--- src/rtl/bin2bcd_pkg.sv ---
// Shared constants and FSM state type for the binary-to-BCD digit converter.
package bin2bcd_pkg;

    localparam int DIGITS  = 8;
    localparam int DIGIT_W = 5;
    localparam int EN_BIT  = 4;

    localparam logic [26:0] BCD_MAX  = 27'd99_999_999;
    localparam logic [3:0]  ERR_CODE = 4'hE;

    typedef enum logic [1:0] {
        IDLE    = 2'd0,
        CONVERT = 2'd1,
        DONE    = 2'd2
    } state_t;

endpackage

--- src/rtl/bin2bcd_digits_if.sv ---
// Handshake and digit-output bundle between the value source and the converter.
interface bin2bcd_digits_if #(
    parameter int DATA_W = 27
);
    import bin2bcd_pkg::*;

    logic [DATA_W-1:0]  data_i;
    logic               valid_i;
    logic               ready_o;
    logic               done_o;
    logic               ovf_o;
    logic [DIGIT_W-1:0] hex0_o;
    logic [DIGIT_W-1:0] hex1_o;
    logic [DIGIT_W-1:0] hex2_o;
    logic [DIGIT_W-1:0] hex3_o;
    logic [DIGIT_W-1:0] hex4_o;
    logic [DIGIT_W-1:0] hex5_o;
    logic [DIGIT_W-1:0] hex6_o;
    logic [DIGIT_W-1:0] hex7_o;

    modport master (
        output data_i, valid_i,
        input  ready_o, done_o, ovf_o,
        input  hex0_o, hex1_o, hex2_o, hex3_o, hex4_o, hex5_o, hex6_o, hex7_o
    );

    modport slave (
        input  data_i, valid_i,
        output ready_o, done_o, ovf_o,
        output hex0_o, hex1_o, hex2_o, hex3_o, hex4_o, hex5_o, hex6_o, hex7_o
    );

endinterface

--- src/rtl/bcd_adj_nibble.sv ---
// Double-dabble correction for one BCD digit: add 3 when the digit is 5 or more.
module bcd_adj_nibble (
    input  logic [3:0] nibble,
    output logic [3:0] adjusted
);

    assign adjusted = (nibble >= 4'd5) ? (nibble + 4'd3) : nibble;

endmodule

--- src/rtl/bin2bcd_digits.sv ---
// Sequential double-dabble converter feeding an 8-digit seven-segment driver,
// with leading-zero blanking and an overflow ("E") indication.
//
// state   | meaning
// IDLE    | ready for a new value, outputs hold the last result
// CONVERT | one add-3/shift step per cycle, DATA_W steps total
// DONE    | publish digits, pulse done, return to IDLE
module bin2bcd_digits
    import bin2bcd_pkg::*;
#(
    parameter int DATA_W = 27,
    parameter bit BLANK  = 1'b1
) (
    input logic             clk_i,
    input logic             rst_i,
    bin2bcd_digits_if.slave bus
);

    localparam int                CNT_W = (DATA_W > 1) ? $clog2(DATA_W) : 1;
    localparam logic [CNT_W-1:0]  LAST  = CNT_W'(DATA_W - 1);

    state_t             state;
    logic [DATA_W-1:0]  bin_q;
    logic [31:0]        bcd_q;
    logic [CNT_W-1:0]   cnt_q;
    logic               ovf_q;
    logic               ready_q;
    logic               done_q;
    logic               ovf_out_q;
    logic [DIGIT_W-1:0] hex_q [DIGITS];

    logic [31:0]        bcd_adj;
    logic [DIGIT_W-1:0] hex_d [DIGITS];
    logic               seen_nz;

    for (genvar g = 0; g < DIGITS; g++) begin : g_adj
        bcd_adj_nibble u_adj (
            .nibble   (bcd_q[4*g +: 4]),
            .adjusted (bcd_adj[4*g +: 4])
        );
    end

    // Scan from the most significant digit so each digit knows whether
    // anything nonzero sits at or above it.
    always_comb begin
        seen_nz = 1'b0;
        for (int k = DIGITS - 1; k >= 0; k--) begin
            hex_d[k] = '0;
            seen_nz  = seen_nz | (bcd_q[4*k +: 4] != 4'd0);
            if (!BLANK || (k == 0) || seen_nz) begin
                hex_d[k][EN_BIT] = 1'b1;
                hex_d[k][3:0]    = bcd_q[4*k +: 4];
            end
        end
    end

    always_ff @(posedge clk_i) begin
        if (rst_i) begin
            state     <= IDLE;
            ready_q   <= 1'b1;
            done_q    <= 1'b0;
            ovf_q     <= 1'b0;
            ovf_out_q <= 1'b0;
            bin_q     <= '0;
            bcd_q     <= '0;
            cnt_q     <= '0;
            for (int k = 0; k < DIGITS; k++) begin
                hex_q[k] <= '0;
            end
            hex_q[0][EN_BIT] <= 1'b1;
        end else begin
            done_q <= 1'b0;
            case (state)
                IDLE: begin
                    if (bus.valid_i && ready_q) begin
                        bin_q   <= bus.data_i;
                        bcd_q   <= '0;
                        cnt_q   <= '0;
                        ovf_q   <= (32'(bus.data_i) > 32'(BCD_MAX));
                        ready_q <= 1'b0;
                        state   <= CONVERT;
                    end
                end
                CONVERT: begin
                    {bcd_q, bin_q} <= {bcd_adj, bin_q} << 1;
                    cnt_q          <= cnt_q + 1'b1;
                    if (cnt_q == LAST) begin
                        state <= DONE;
                    end
                end
                DONE: begin
                    for (int k = 0; k < DIGITS; k++) begin
                        if (ovf_q) begin
                            hex_q[k] <= (k == 0) ? {1'b1, ERR_CODE} : '0;
                        end else begin
                            hex_q[k] <= hex_d[k];
                        end
                    end
                    ovf_out_q <= ovf_q;
                    done_q    <= 1'b1;
                    ready_q   <= 1'b1;
                    state     <= IDLE;
                end
                default: begin
                    state   <= IDLE;
                    ready_q <= 1'b1;
                end
            endcase
        end
    end

    assign bus.ready_o = ready_q;
    assign bus.done_o  = done_q;
    assign bus.ovf_o   = ovf_out_q;
    assign bus.hex0_o  = hex_q[0];
    assign bus.hex1_o  = hex_q[1];
    assign bus.hex2_o  = hex_q[2];
    assign bus.hex3_o  = hex_q[3];
    assign bus.hex4_o  = hex_q[4];
    assign bus.hex5_o  = hex_q[5];
    assign bus.hex6_o  = hex_q[6];
    assign bus.hex7_o  = hex_q[7];

endmodule

--- src/flat_wrapper.sv ---
// flat-port wrapper written by rule: the top's interface ports become plain ports
module bin2bcd_digits_flat import bin2bcd_pkg::*;
#(
    parameter int DATA_W = 27,
    parameter bit BLANK  = 1'b1
)
  (clk_i, rst_i, bus_data_i, bus_valid_i, bus_ready_o, bus_done_o, bus_ovf_o, bus_hex0_o, bus_hex1_o, bus_hex2_o, bus_hex3_o, bus_hex4_o, bus_hex5_o, bus_hex6_o, bus_hex7_o);
  bin2bcd_digits_if #(.DATA_W(DATA_W)) bus_i ();
  input logic clk_i;
  input logic rst_i;
  input wire logic [$bits(bus_i.data_i)-1:0] bus_data_i;
  input wire logic [$bits(bus_i.valid_i)-1:0] bus_valid_i;
  output wire logic [$bits(bus_i.ready_o)-1:0] bus_ready_o;
  output wire logic [$bits(bus_i.done_o)-1:0] bus_done_o;
  output wire logic [$bits(bus_i.ovf_o)-1:0] bus_ovf_o;
  output wire logic [$bits(bus_i.hex0_o)-1:0] bus_hex0_o;
  output wire logic [$bits(bus_i.hex1_o)-1:0] bus_hex1_o;
  output wire logic [$bits(bus_i.hex2_o)-1:0] bus_hex2_o;
  output wire logic [$bits(bus_i.hex3_o)-1:0] bus_hex3_o;
  output wire logic [$bits(bus_i.hex4_o)-1:0] bus_hex4_o;
  output wire logic [$bits(bus_i.hex5_o)-1:0] bus_hex5_o;
  output wire logic [$bits(bus_i.hex6_o)-1:0] bus_hex6_o;
  output wire logic [$bits(bus_i.hex7_o)-1:0] bus_hex7_o;
  assign bus_i.data_i = bus_data_i;
  assign bus_i.valid_i = bus_valid_i;
  assign bus_ready_o = bus_i.ready_o;
  assign bus_done_o = bus_i.done_o;
  assign bus_ovf_o = bus_i.ovf_o;
  assign bus_hex0_o = bus_i.hex0_o;
  assign bus_hex1_o = bus_i.hex1_o;
  assign bus_hex2_o = bus_i.hex2_o;
  assign bus_hex3_o = bus_i.hex3_o;
  assign bus_hex4_o = bus_i.hex4_o;
  assign bus_hex5_o = bus_i.hex5_o;
  assign bus_hex6_o = bus_i.hex6_o;
  assign bus_hex7_o = bus_i.hex7_o;
  bin2bcd_digits #(.DATA_W(DATA_W), .BLANK(BLANK)) u_core (.clk_i(clk_i), .rst_i(rst_i), .bus(bus_i));
endmodule
--- config.mk ---
export PLATFORM = sky130hd
export DESIGN_NAME = bin2bcd_digits_flat
export DESIGN_NICKNAME = d
export VERILOG_FILES = /design/src/rtl/bin2bcd_pkg.sv /design/src/rtl/bin2bcd_digits_if.sv /design/src/rtl/bcd_adj_nibble.sv /design/src/rtl/bin2bcd_digits.sv /design/src/flat_wrapper.sv
export SDC_FILE = /design/constraint.sdc
export NUM_CORES = 1
export LEC_CHECK = 0
export CORE_MARGIN = 2
export CORE_UTILIZATION = 45
export CTS_CLUSTER_DIAMETER = 50
export CTS_CLUSTER_SIZE = 25
export DETAILED_ROUTE_END_ITERATION = 10
export GPL_TIMING_DRIVEN = 0
export PLACE_DENSITY = 0.66
export SYNTH_ARGS = -nofsm -noshare
export SYNTH_HDL_FRONTEND = slang
export SYNTH_SLANG_ARGS = --single-unit
--- constraint.sdc ---
create_clock -name clk_i -period 5.5 [get_ports clk_i]
set_input_delay 1.1 -clock clk_i [delete_from_list [all_inputs] [get_ports clk_i]]
set_output_delay 1.1 -clock clk_i [all_outputs]
set_load 0.03 [all_outputs]
==> results.cfg, run 1 <==
[routing]
drt_iter0_drc = 209
drc = 0
final_antenna_net_count = 0
drt_first_pass_iters = 5
num_vias = 3730
wire_per_inst_um = 15.4
routed_wl_mm = 10.5
viasPerCell = 5.45

[sta]
fin_crit_ns = 2.94
fmax_mhz = 340
hold_viol = 0
fin_crit_sh_pct = 53.5
slew_viol_final = 0
fin_tns_setup_ns = 0
rsz0062_at_grt = false
tightest_slew_ns = 0.838
setup_viol = 0
slew_headroom_pct = 43.8
fin_skew_ns = 0.00741

[setup_path]
crit_type = primary input to flop
r2r_cells = 6
crit_start = rst_i
crit_arrival_ns = 3.24
critical_path_required_ns = 5.80
end_kind = flop
start_kind = primary input
r2r_end = u_core.hex_q[0][5]
regToRegSetupSlack_ns = 3.33
r2r_start = u_core.bcd_q[28]
critPathMaxFanout = 10

[logic_synthesis]
yosys-top-cells-area = dfxtp_1 (29%), edfxtp_1 (24%), ha_1 (6.4%), a21oi_1 (4.8%), a22oi_1 (4.0%)
synth.largest_area_cell = dfxtp_1
synth_top_area_share_pct = 29.3
synth.distinct_cells = 46
yosys_warnings = 0
async_flop_share_pct = 0
netlist_area_um2 = 4860
synth_area_per_cell_um2 = 10.6
synth_edf_count = 39
synth_nets = 515
yosysSeqAreaShare_pct = 53.4
syn-instance-count = 460
synth-seq-cells = 110
ys.flop_type = dfxtp_1

[clocking]
cts_tree = built
clkLatencyLatePin_ns = 0.37
ctsResizeCount = 0
cts_root_buffer = clkbuf_8
cts.path.max_buffers = 2
cts_made_buffers = 9
cts.reportedPaths.clkPinSlew_ns = 0.09
cts_hold_buffers = 0
h-tree-depth = 3
post-cts-setup-buffer-count = 0
cts_sinks = 110

[grt]
grt_pass1_wl_mm = 17.2
grt_use_total_pct = 19.1
overflow = 0
antenna_found_initial = 0
grt_max_degree = 35
first_global_vias = 3619

[floorplanning]
core_area_um2 = 10400
io_pins = 73
dieArea_um2 = 11600
die_y_um = 108
die_w_um = 108
rows = 37
initial_core_util_pct = 46.6

[finish]
antenna_cells = 0
drive_gt1_share_pct = 7.47
multi_input_area_um2 = 2070
fin_nets = 599
seqCellArea_um2 = 2590
area_growth_syn_to_layout_pct = 22.5
n_fill_cell = 940

[worst_hold_path]
hp-class = flop to flop
min_to = u_core.hex_q[0][4]
hp-start = u_core.hex_q[0][4]
holdPathStages = 1

[place]
dp_hpwl_mm = 7.46
io_buffers = 72
place.gp.congestion = 0.796

[pwr]
p_per_area_nw_per_um2 = 252
leakagePower_nw = 2.16
peakVddDrop_v = 0.000137
power_w = 0.00150

[status]
outcome = finished clean

[flow_run]
max_cap_viol_count = 0
==> power breakdown <==
part / total [W] / internal [W] / switching [W]
sequential: 0.000880 / 0.000866 / 0.0000135
clock: 0.000447 / 0.000190 / 0.000257
combinational: 0.000171 / 0.0000692 / 0.000102
total: 0.00150 / 0.00113 / 0.000372
==> layout by cell type (no fill, tap or decap), types with 2 or more instances in the layout <==
master           Yosys  final
o31ai_1              8      8
and2_1              19     19
nand3_1              3      3
clkbuf_1             7      9
nor3b_2              3      3
ha_1                25     25
a21oi_1             47     47
a22o_1               9      9
nand4_1              7      7
nand2_1             37     37
a32o_1               8      8
o21ai_0              8      8
dfxtp_1             71     71
nand2b_1            13     13
buf_2               14     14
nor3_1              15     15
a211o_1              2      2
clkbuf_8             0      9
clkinv_2             0      4
buf_6                2      2
a22oi_1             26     26
clkdlybuf4s50_1      0     72
o21a_1               3      3
or2_2                2      2
inv_1               21     20
edfxtp_1            39     39
nor2_2               2      2
o22ai_1             14     14
nor3b_1              7      7
nor2_1              15     15
xnor2_1              8      8
mux2i_1              8      8
==> worst max-delay path by stage <==
stage,end,slack (ns),cells after the start
finish,u_core.bcd_q[8],2.56,6
global route,u_core.bcd_q[8],2.45,6
floorplan,u_core.hex_q[0][0],3.06,3
CTS,u_core.hex_q[0][10],2.46,4
global placement,u_core.hex_q[0][10],2.10,4
detailed placement,u_core.hex_q[0][11],2.06,4
==> sequential cells by signal, summed over array words and instances (netlist names) <==
register	cells
u_core.hex_q	40
u_core.bcd_q	32
u_core.bin_q	27
u_core.cnt_q	5
u_core.state	2
u_core.bus.done_o	1
u_core.bus.ovf_o	1
u_core.bus.ready_o	1
u_core.ovf_q	1
==> synthesized netlist by cell type (all sizes together), types with 3 or more instances <==
master  instances
nand4           7
a32o            8
nand2          37
nor3           16
o21a            3
mux2i           8
a22o            9
a22oi          26
o22ai          14
nand2b         13
xnor2           8
nor2           17
o31ai           8
inv            21
buf            16
clkbuf          7
dfxtp          71
edfxtp         39
ha             25
o21ai           9
nor3b          10
nand3           3
and2           19
a21oi          47
==> routing by layer <==
| layer | vias to the layer above | GRT usage, % | part of all wire, % |
|---|---|---|---|
| li1 | 1858 | - | - |
| met3 | 16 | 2.85 | 3.8 |
| met4 | 0 | 9.43 | 2.4 |
| met1 | 1786 | 24.1 | 46 |
| met5 | - | 0 | 0 |
| met2 | 70 | 31.9 | 48 |
==> worst max-delay path, stage by stage <==
cell             delay (ns)
clkdlybuf4s50_1        0.46
buf_2                  0.21
nor2_2                 0.48
clkbuf_1               0.53
o311ai_0               0.28
o22ai_1                0.18
==> kinds of logic after synthesis <==
logic type                 Yosys count  share of synthesized area, %
AOI/OAI and AO/OA                  132                          18.0
xor gates and xnor gates             9                          1.62
adders and majority gates           25                          6.44
buffers and inverters               44                          4.07
DFF                                110                          53.4
muxes                                8                          1.65
and+or+nand+nor                    132                          14.8
==> per-stage QoR <==
step | hold slack [ns] | utilization [%] | cells | instance area, um2 | setup WS, ns
floorplan | 0.426 | - | 460 | 4860 | 3.06
global placement | 0.424 | 55.2 | 668 | 5750 | 2.10
detailed placement | 0.424 | 55.2 | 668 | 5750 | 2.06
CTS | 0.456 | 56.9 | 684 | 5920 | 2.46
global route | 0.478 | 57.1 | 685 | 5950 | 2.45
finish | 0.451 | 57.1 | 685 | 5950 | 2.56
==> final cells by class <==
type                    instances  area share, %
plain buffers                  23           2.00
clock buffers                  12           2.63
clock inverters                 4          0.336
inverters                      21           1.32
multi-input cells             306           34.7
flip-flops and latches        110           43.6
well taps                     136           2.86
repair buffers                 73           12.6
Power figures use the tool's default switching activity.
==> run 2, diff against run 1 <==
==> constraint.sdc (replaced) <==
create_clock -name clk_i -period 2.9 [get_ports clk_i]
set_input_delay 0.58 -clock clk_i [delete_from_list [all_inputs] [get_ports clk_i]]
set_output_delay 0.58 -clock clk_i [all_outputs]
set_load 0.03 [all_outputs]
==> results of run 2 <==
Same layout as run 1 (identical final DEF). Status: finished clean.
Among the figures that moved: setup slack after placement 2.06 ns -> -0.0220 ns; setup slack after layout 2.56 ns -> 0.476 ns; register-to-register setup slack 3.33 ns -> 0.73 ns; total power 0.00150 W -> 0.00284 W; worst IR drop on VDD 0.000137 V -> 0.000260 V
==> RTL edit 1 (config.mk and constraints of run 2) <==
`DATA_W` is set to 27 in 3 places; all go to 31.
--- a/src/rtl/bin2bcd_digits_if.sv
+++ b/src/rtl/bin2bcd_digits_if.sv
@@ -1,6 +1,6 @@
 // Handshake and digit-output bundle between the value source and the converter.
 interface bin2bcd_digits_if #(
-    parameter int DATA_W = 27
+    parameter int DATA_W = 31
 );
     import bin2bcd_pkg::*;
 
--- a/src/rtl/bin2bcd_digits.sv
+++ b/src/rtl/bin2bcd_digits.sv
@@ -8,7 +8,7 @@
 module bin2bcd_digits
     import bin2bcd_pkg::*;
 #(
-    parameter int DATA_W = 27,
+    parameter int DATA_W = 31,
     parameter bit BLANK  = 1'b1
 ) (
     input logic             clk_i,
--- a/src/flat_wrapper.sv
+++ b/src/flat_wrapper.sv
@@ -1,7 +1,7 @@
 // flat-port wrapper written by rule: the top's interface ports become plain ports
 module bin2bcd_digits_flat import bin2bcd_pkg::*;
 #(
-    parameter int DATA_W = 27,
+    parameter int DATA_W = 31,
     parameter bit BLANK  = 1'b1
 )
   (clk_i, rst_i, bus_data_i, bus_valid_i, bus_ready_o, bus_done_o, bus_ovf_o, bus_hex0_o, bus_hex1_o, bus_hex2_o, bus_hex3_o, bus_hex4_o, bus_hex5_o, bus_hex6_o, bus_hex7_o);
Interface: changed (resized bus_data_i); port bits go from 73 to 77. The function was not compared with the original's and may differ.
==> RTL edit 1 against run 2 <==
- die area rose by 6.7%
- largest power group is now clock
- clock skew up 0.00072 ns
- wire length up 13%
- critical path type unchanged
- via count up 14%
- final area up 13%
- critical endpoint is now u_core.hex_q[0][11]
- synthesized area increased by 7.0%
- sequential power up 4%
- final cell count is 16% higher
- utilization increased by 2.1 points
- sequential cell count is 4 higher
- worst setup slack got worse by 0.15 ns
- power up 43%
- sequential share of layout area fell by 3.7 points
- combinational power grew 11%
==> RTL edit 1: results <==
route:
  routed_via_density: 5.34
  drt_iter0_markers: 164
  wl_met2_um: 5850
  drt-met1-wl_um: 5230
  wirelength_um: 11900
sta:
  fmax_ghz: 0.388
  relSlewSlack: 0.182
  whs_ns: 0.444
global_routing:
  met2_usage: 0.330
  grtUsageMet3: 0.0435
  grt_pass1_wl_um: 19100
  grt_pass1_vias: 4011
  grtUsageMet1: 0.232
  track_usage: 0.192
final_layout:
  nets: 698
  reg.largest.list: "u_core.hex_q x40, u_core.bcd_q x32, u_core.bin_q x31"
  design_area_um2: 6710
  fin_cells: 795
  drive_gt1_frac: 0.0782
synth:
  ys_top_cells_by_count: "a21oi_1 (75), dfxtp_1 (75), nand2_1 (57)"
  synth_compound_gate_area_share: 0.161
  synth_xor_xnor_area_share: 0.0169
  synth_top_cells_by_area: "dfxtp_1 (29%), edfxtp_1 (23%), a21oi_1 (7.2%)"
  ys_seq_area_frac: 0.514
  synthCells: 544
  synthesis.nets: 603
  synthMuxAreaShare: 0.0118
pwr:
  p_leak_nw: 2.36
  max-vdd-ir-drop_v: 0.000400
  p_int_mw: 3.10
place:
  pre_cts_ws_ns: -0.139
  port_buffers: 76
  dp_cells: 763
  globalplace.congestion: 0.785
  hpwl_um: 8230
critical_path:
  ff2ff_setup_slack_ns: 0.80
  critPathMaxFanout: 34
  worstPathArrival_ns: 2.60
clock_network:
  clock_latency_ns: 0.41
  h-tree-depth: 4
  root_buffer: "clkbuf_16"
  cts-buffers-inserted: 17
  clkTransAtPathRegs_ns: 0.05
floorplanning:
  core_um2: 11300
hold_path:
  hp-class: "register to register"
run_status:
  status: "finished clean"
==> RTL edit 1: changes by cell type in the layout (fill, tap and decap cells not counted), moves of 9 or more <==
| cell | change |
|---|---|
| a21oi_1 | +28 |
| o22ai_1 | -14 |
| o21ai_0 | +13 |
| clkbuf_16 | +18 |
| nand3_1 | +29 |
| clkbuf_1 | +13 |
| nor3_1 | +9 |
| nand2_1 | +20 |
==> RTL edit 1: path summary, 6_finish.rpt <==
kind | startpoint | to | cells after the start
worst max register to register | u_core.bcd_q[20] | u_core.hex_q[0][6] | 7
worst min register to register | u_core.hex_q[0][4] | u_core.hex_q[0][4] | 1
worst max-delay path | rst_i | u_core.hex_q[0][11] | 4
worst min-delay path | u_core.hex_q[0][4] | u_core.hex_q[0][4] | 1
==> RTL edit 1: layout make-up <==
| cell class | instances | area share |
|---|---|---|
| Sequential cell | 114 | 0.399 |
| Tap cell | 143 | 0.0267 |
| Clock inverter | 8 | 0.00690 |
| Inverter | 20 | 0.0112 |
| Buffer | 32 | 0.0213 |
| Timing Repair Buffer | 76 | 0.113 |
| Multi-Input combinational cell | 378 | 0.344 |
| Clock buffer | 24 | 0.0782 |
==> RTL edit 1: power groups by stage <==
| stage | Sequential, mW | Combinational [mW] | Clock [mW] |
|---|---|---|---|
| final | 1.74 | 0.360 | 1.96 |
| after global routing | 1.74 | 0.391 | 2.05 |
| after CTS | 1.74 | 0.362 | 1.98 |
| after detailed placement | 1.77 | 0.361 | 0 |
| after global placement | 1.77 | 0.355 | 0 |
| after floorplan | 1.81 | 0.166 | 0 |
==> RTL edit 1: critical path, cell delays in order <==
cell	delay, ns
clkdlybuf4s50_1	0.54
clkbuf_1	0.35
a21oi_1	0.18
inv_1	0.92
==> RTL edit 2 (settings of run 2) <==
Without the edit above. The 3 states of `state_t` get a one-hot encoding in 3 bits.
--- a/src/rtl/bin2bcd_pkg.sv
+++ b/src/rtl/bin2bcd_pkg.sv
@@ -8,10 +8,10 @@
     localparam logic [26:0] BCD_MAX  = 27'd99_999_999;
     localparam logic [3:0]  ERR_CODE = 4'hE;
 
-    typedef enum logic [1:0] {
-        IDLE    = 2'd0,
-        CONVERT = 2'd1,
-        DONE    = 2'd2
+    typedef enum logic [2:0] {
+        IDLE    = 3'b001,
+        CONVERT = 3'b010,
+        DONE    = 3'b100
     } state_t;
 
 endpackage
Check against the original RTL: same outputs for any inputs over 10 cycles, from zero or initial values and one cycle with rst_i high; not proved beyond that.
==> RTL edit 2 against run 2 <==
- final area rose by 2.9%
- critical path type is now register to register
- clock power barely moved
- sequential cell count rose by 1
- synthesized cell count rose by 7.0%
- power barely moved
- wire length rose by 4.2%
- largest cell class unchanged
- non-clock buffer count rose by 5
- worst setup slack improved by 0.21 ns
- synthesized area rose by 4.0%
==> RTL edit 2: results <==
final_layout:
  num_antenna_cells: 0
  nets: 630
  fillers: 995
  reg.largest.list: "u_core.hex_q x40, u_core.bcd_q x32, u_core.bin_q x27"
  drive_gt1_frac: 0.0672
route:
  drt-pass1-iter-count: 4
  wirelength_um: 11000
  routed_via_density: 5.48
  route.detailed.drc: 0
  drt_iter0_markers: 137
pwr:
  netSwitchingPower_mw: 0.721
  max-vdd-ir-drop_v: 0.000234
  p_leak_nw: 2.18
synth:
  synth_top_cells_by_area: "dfxtp_1 (29%), edfxtp_1 (23%), ha_1 (6.2%)"
  synth.distinct_cells: 47
  async_flop_share: 0
  synthesis.nets: 547
  synth_warnings: 0
  synth_edf_count: 39
  ys_seq_area_frac: 0.517
  ys_top_cells_by_count: "dfxtp_1 (72), a21oi_1 (56), edfxtp_1 (39)"
  synth_flop_cell: "dfxtp_1"
critical_path:
  critPathMaxFanout: 6
  worstPathArrival_ns: 2.31
  r2r_cells: 7
global_routing:
  grt_max_degree: 36
  grt_pass1_vias: 3732
  antenna_found_initial: 0
  track_usage: 0.190
  grt_pass1_wl_um: 17900
place:
  hpwl_um: 7920
  globalplace.congestion: 0.808
  port_buffers: 72
clock_network:
  cts_resized: 0
  clock_latency_ns: 0.37
  clkTransAtPathRegs_ns: 0.10
  root_buffer: "clkbuf_8"
  clk_path_buf_depth: 2
  h-tree-depth: 3
  cts-buffers-inserted: 9
  cts_setup_buffers: 0
hold_path:
  hp-class: "register to register"
  whs_path_depth: 1
sta:
  tightest_slew_ns: 0.764
  fin_worst_skew_ns: 0.0124
run_status:
  status: "finished clean"
[RTL edit 2: cell count changes after synthesis, sizes merged, moves of 3 or more]
cell    change
a21oi       +9
nand4       -5
o21ai      +11
o22ai      -14
a32o        -7
nand2       -6
nand3      +15
a22o        +7
a31oi       +3
clkbuf      +7
and2        +4
o31ai       -6
[RTL edit 2: layout make-up]
cell class | count | area (um^2) | share of cell area
sequential | 111 | 2610 | 0.427
timing repair buffer | 72 | 721 | 0.118
inverter | 21 | 78.8 | 0.0129
tap | 140 | 175 | 0.0286
clock buffer | 11 | 141 | 0.0231
buffer | 29 | 155 | 0.0253
multi-input combinational | 331 | 2210 | 0.360
clock inverter | 5 | 33.8 | 0.00552
[RTL edit 2: metrics by stage]
step	hold WS, ns	util	instance area, um^2	setup slack, ns	cells
floorplan	0.432	-	5050	1.14	492
global placement	0.430	0.546	5950	0.301	704
detailed placement	0.429	0.546	5950	0.251	704
CTS	0.459	0.562	6120	0.628	720
global route	0.474	0.562	6120	0.470	720
finish	0.454	0.562	6120	0.684	720
[RTL edit 2: critical path: stages, from the launching register on]
cell and delay [ns]:
dfxtp_1 0.38, inv_1 0.11, ha_1 0.14, nor3b_1 0.39
and4_1 0.43, and4_1 0.24, buf_2 0.16, a311oi_1 0.10
[RTL edit 2: power groups by stage]
stage	Sequential [mW]	Clock [mW]	Combinational [mW]
2_1_floorplan	1.76	0	0.136
3_3_place_gp	1.72	0	0.306
3_5_place_dp	1.72	0	0.310
4_1_cts	1.68	0.866	0.311
5_1_grt	1.69	0.936	0.335
6_report	1.68	0.850	0.309
[RTL edit 2: kinds of logic (layout without fill, tap and decap cells)]
group	after synthesis	count (layout)	synth area share
AO/OA/AOI/OAI	138	138	0.174
XOR/XNOR	10	10	0.0173
adder cells (fa/ha/maj)	25	25	0.0619
buffers and inverters	50	138	0.0463
flip-flops	111	111	0.517
multiplexers	8	8	0.0159
AND/OR/NAND/NOR	150	150	0.168
[RTL edit 2: worst paths after layout]
kind / from / endpoint / slack [ns]
max reg2reg: u_core.bcd_q[24] / u_core.hex_q[0][5] / 0.68
min reg2reg: u_core.hex_q[0][4] / u_core.hex_q[0][4] / 0.45
min: u_core.hex_q[0][4] / u_core.hex_q[0][4] / 0.45
max: u_core.bcd_q[24] / u_core.hex_q[0][5] / 0.68
[RTL edit 2: routing by layer]
| layer | GRT usage | up-vias | share of wire |
|---|---|---|---|
| met1 | 0.246 | 1871 | 0.46 |
| met3 | 0.0279 | 16 | 0.047 |
| met5 | 0 | - | 0 |
| met2 | 0.321 | 111 | 0.48 |
| li1 | - | 1947 | - |
| met4 | 0.0714 | 0 | 0.018 |
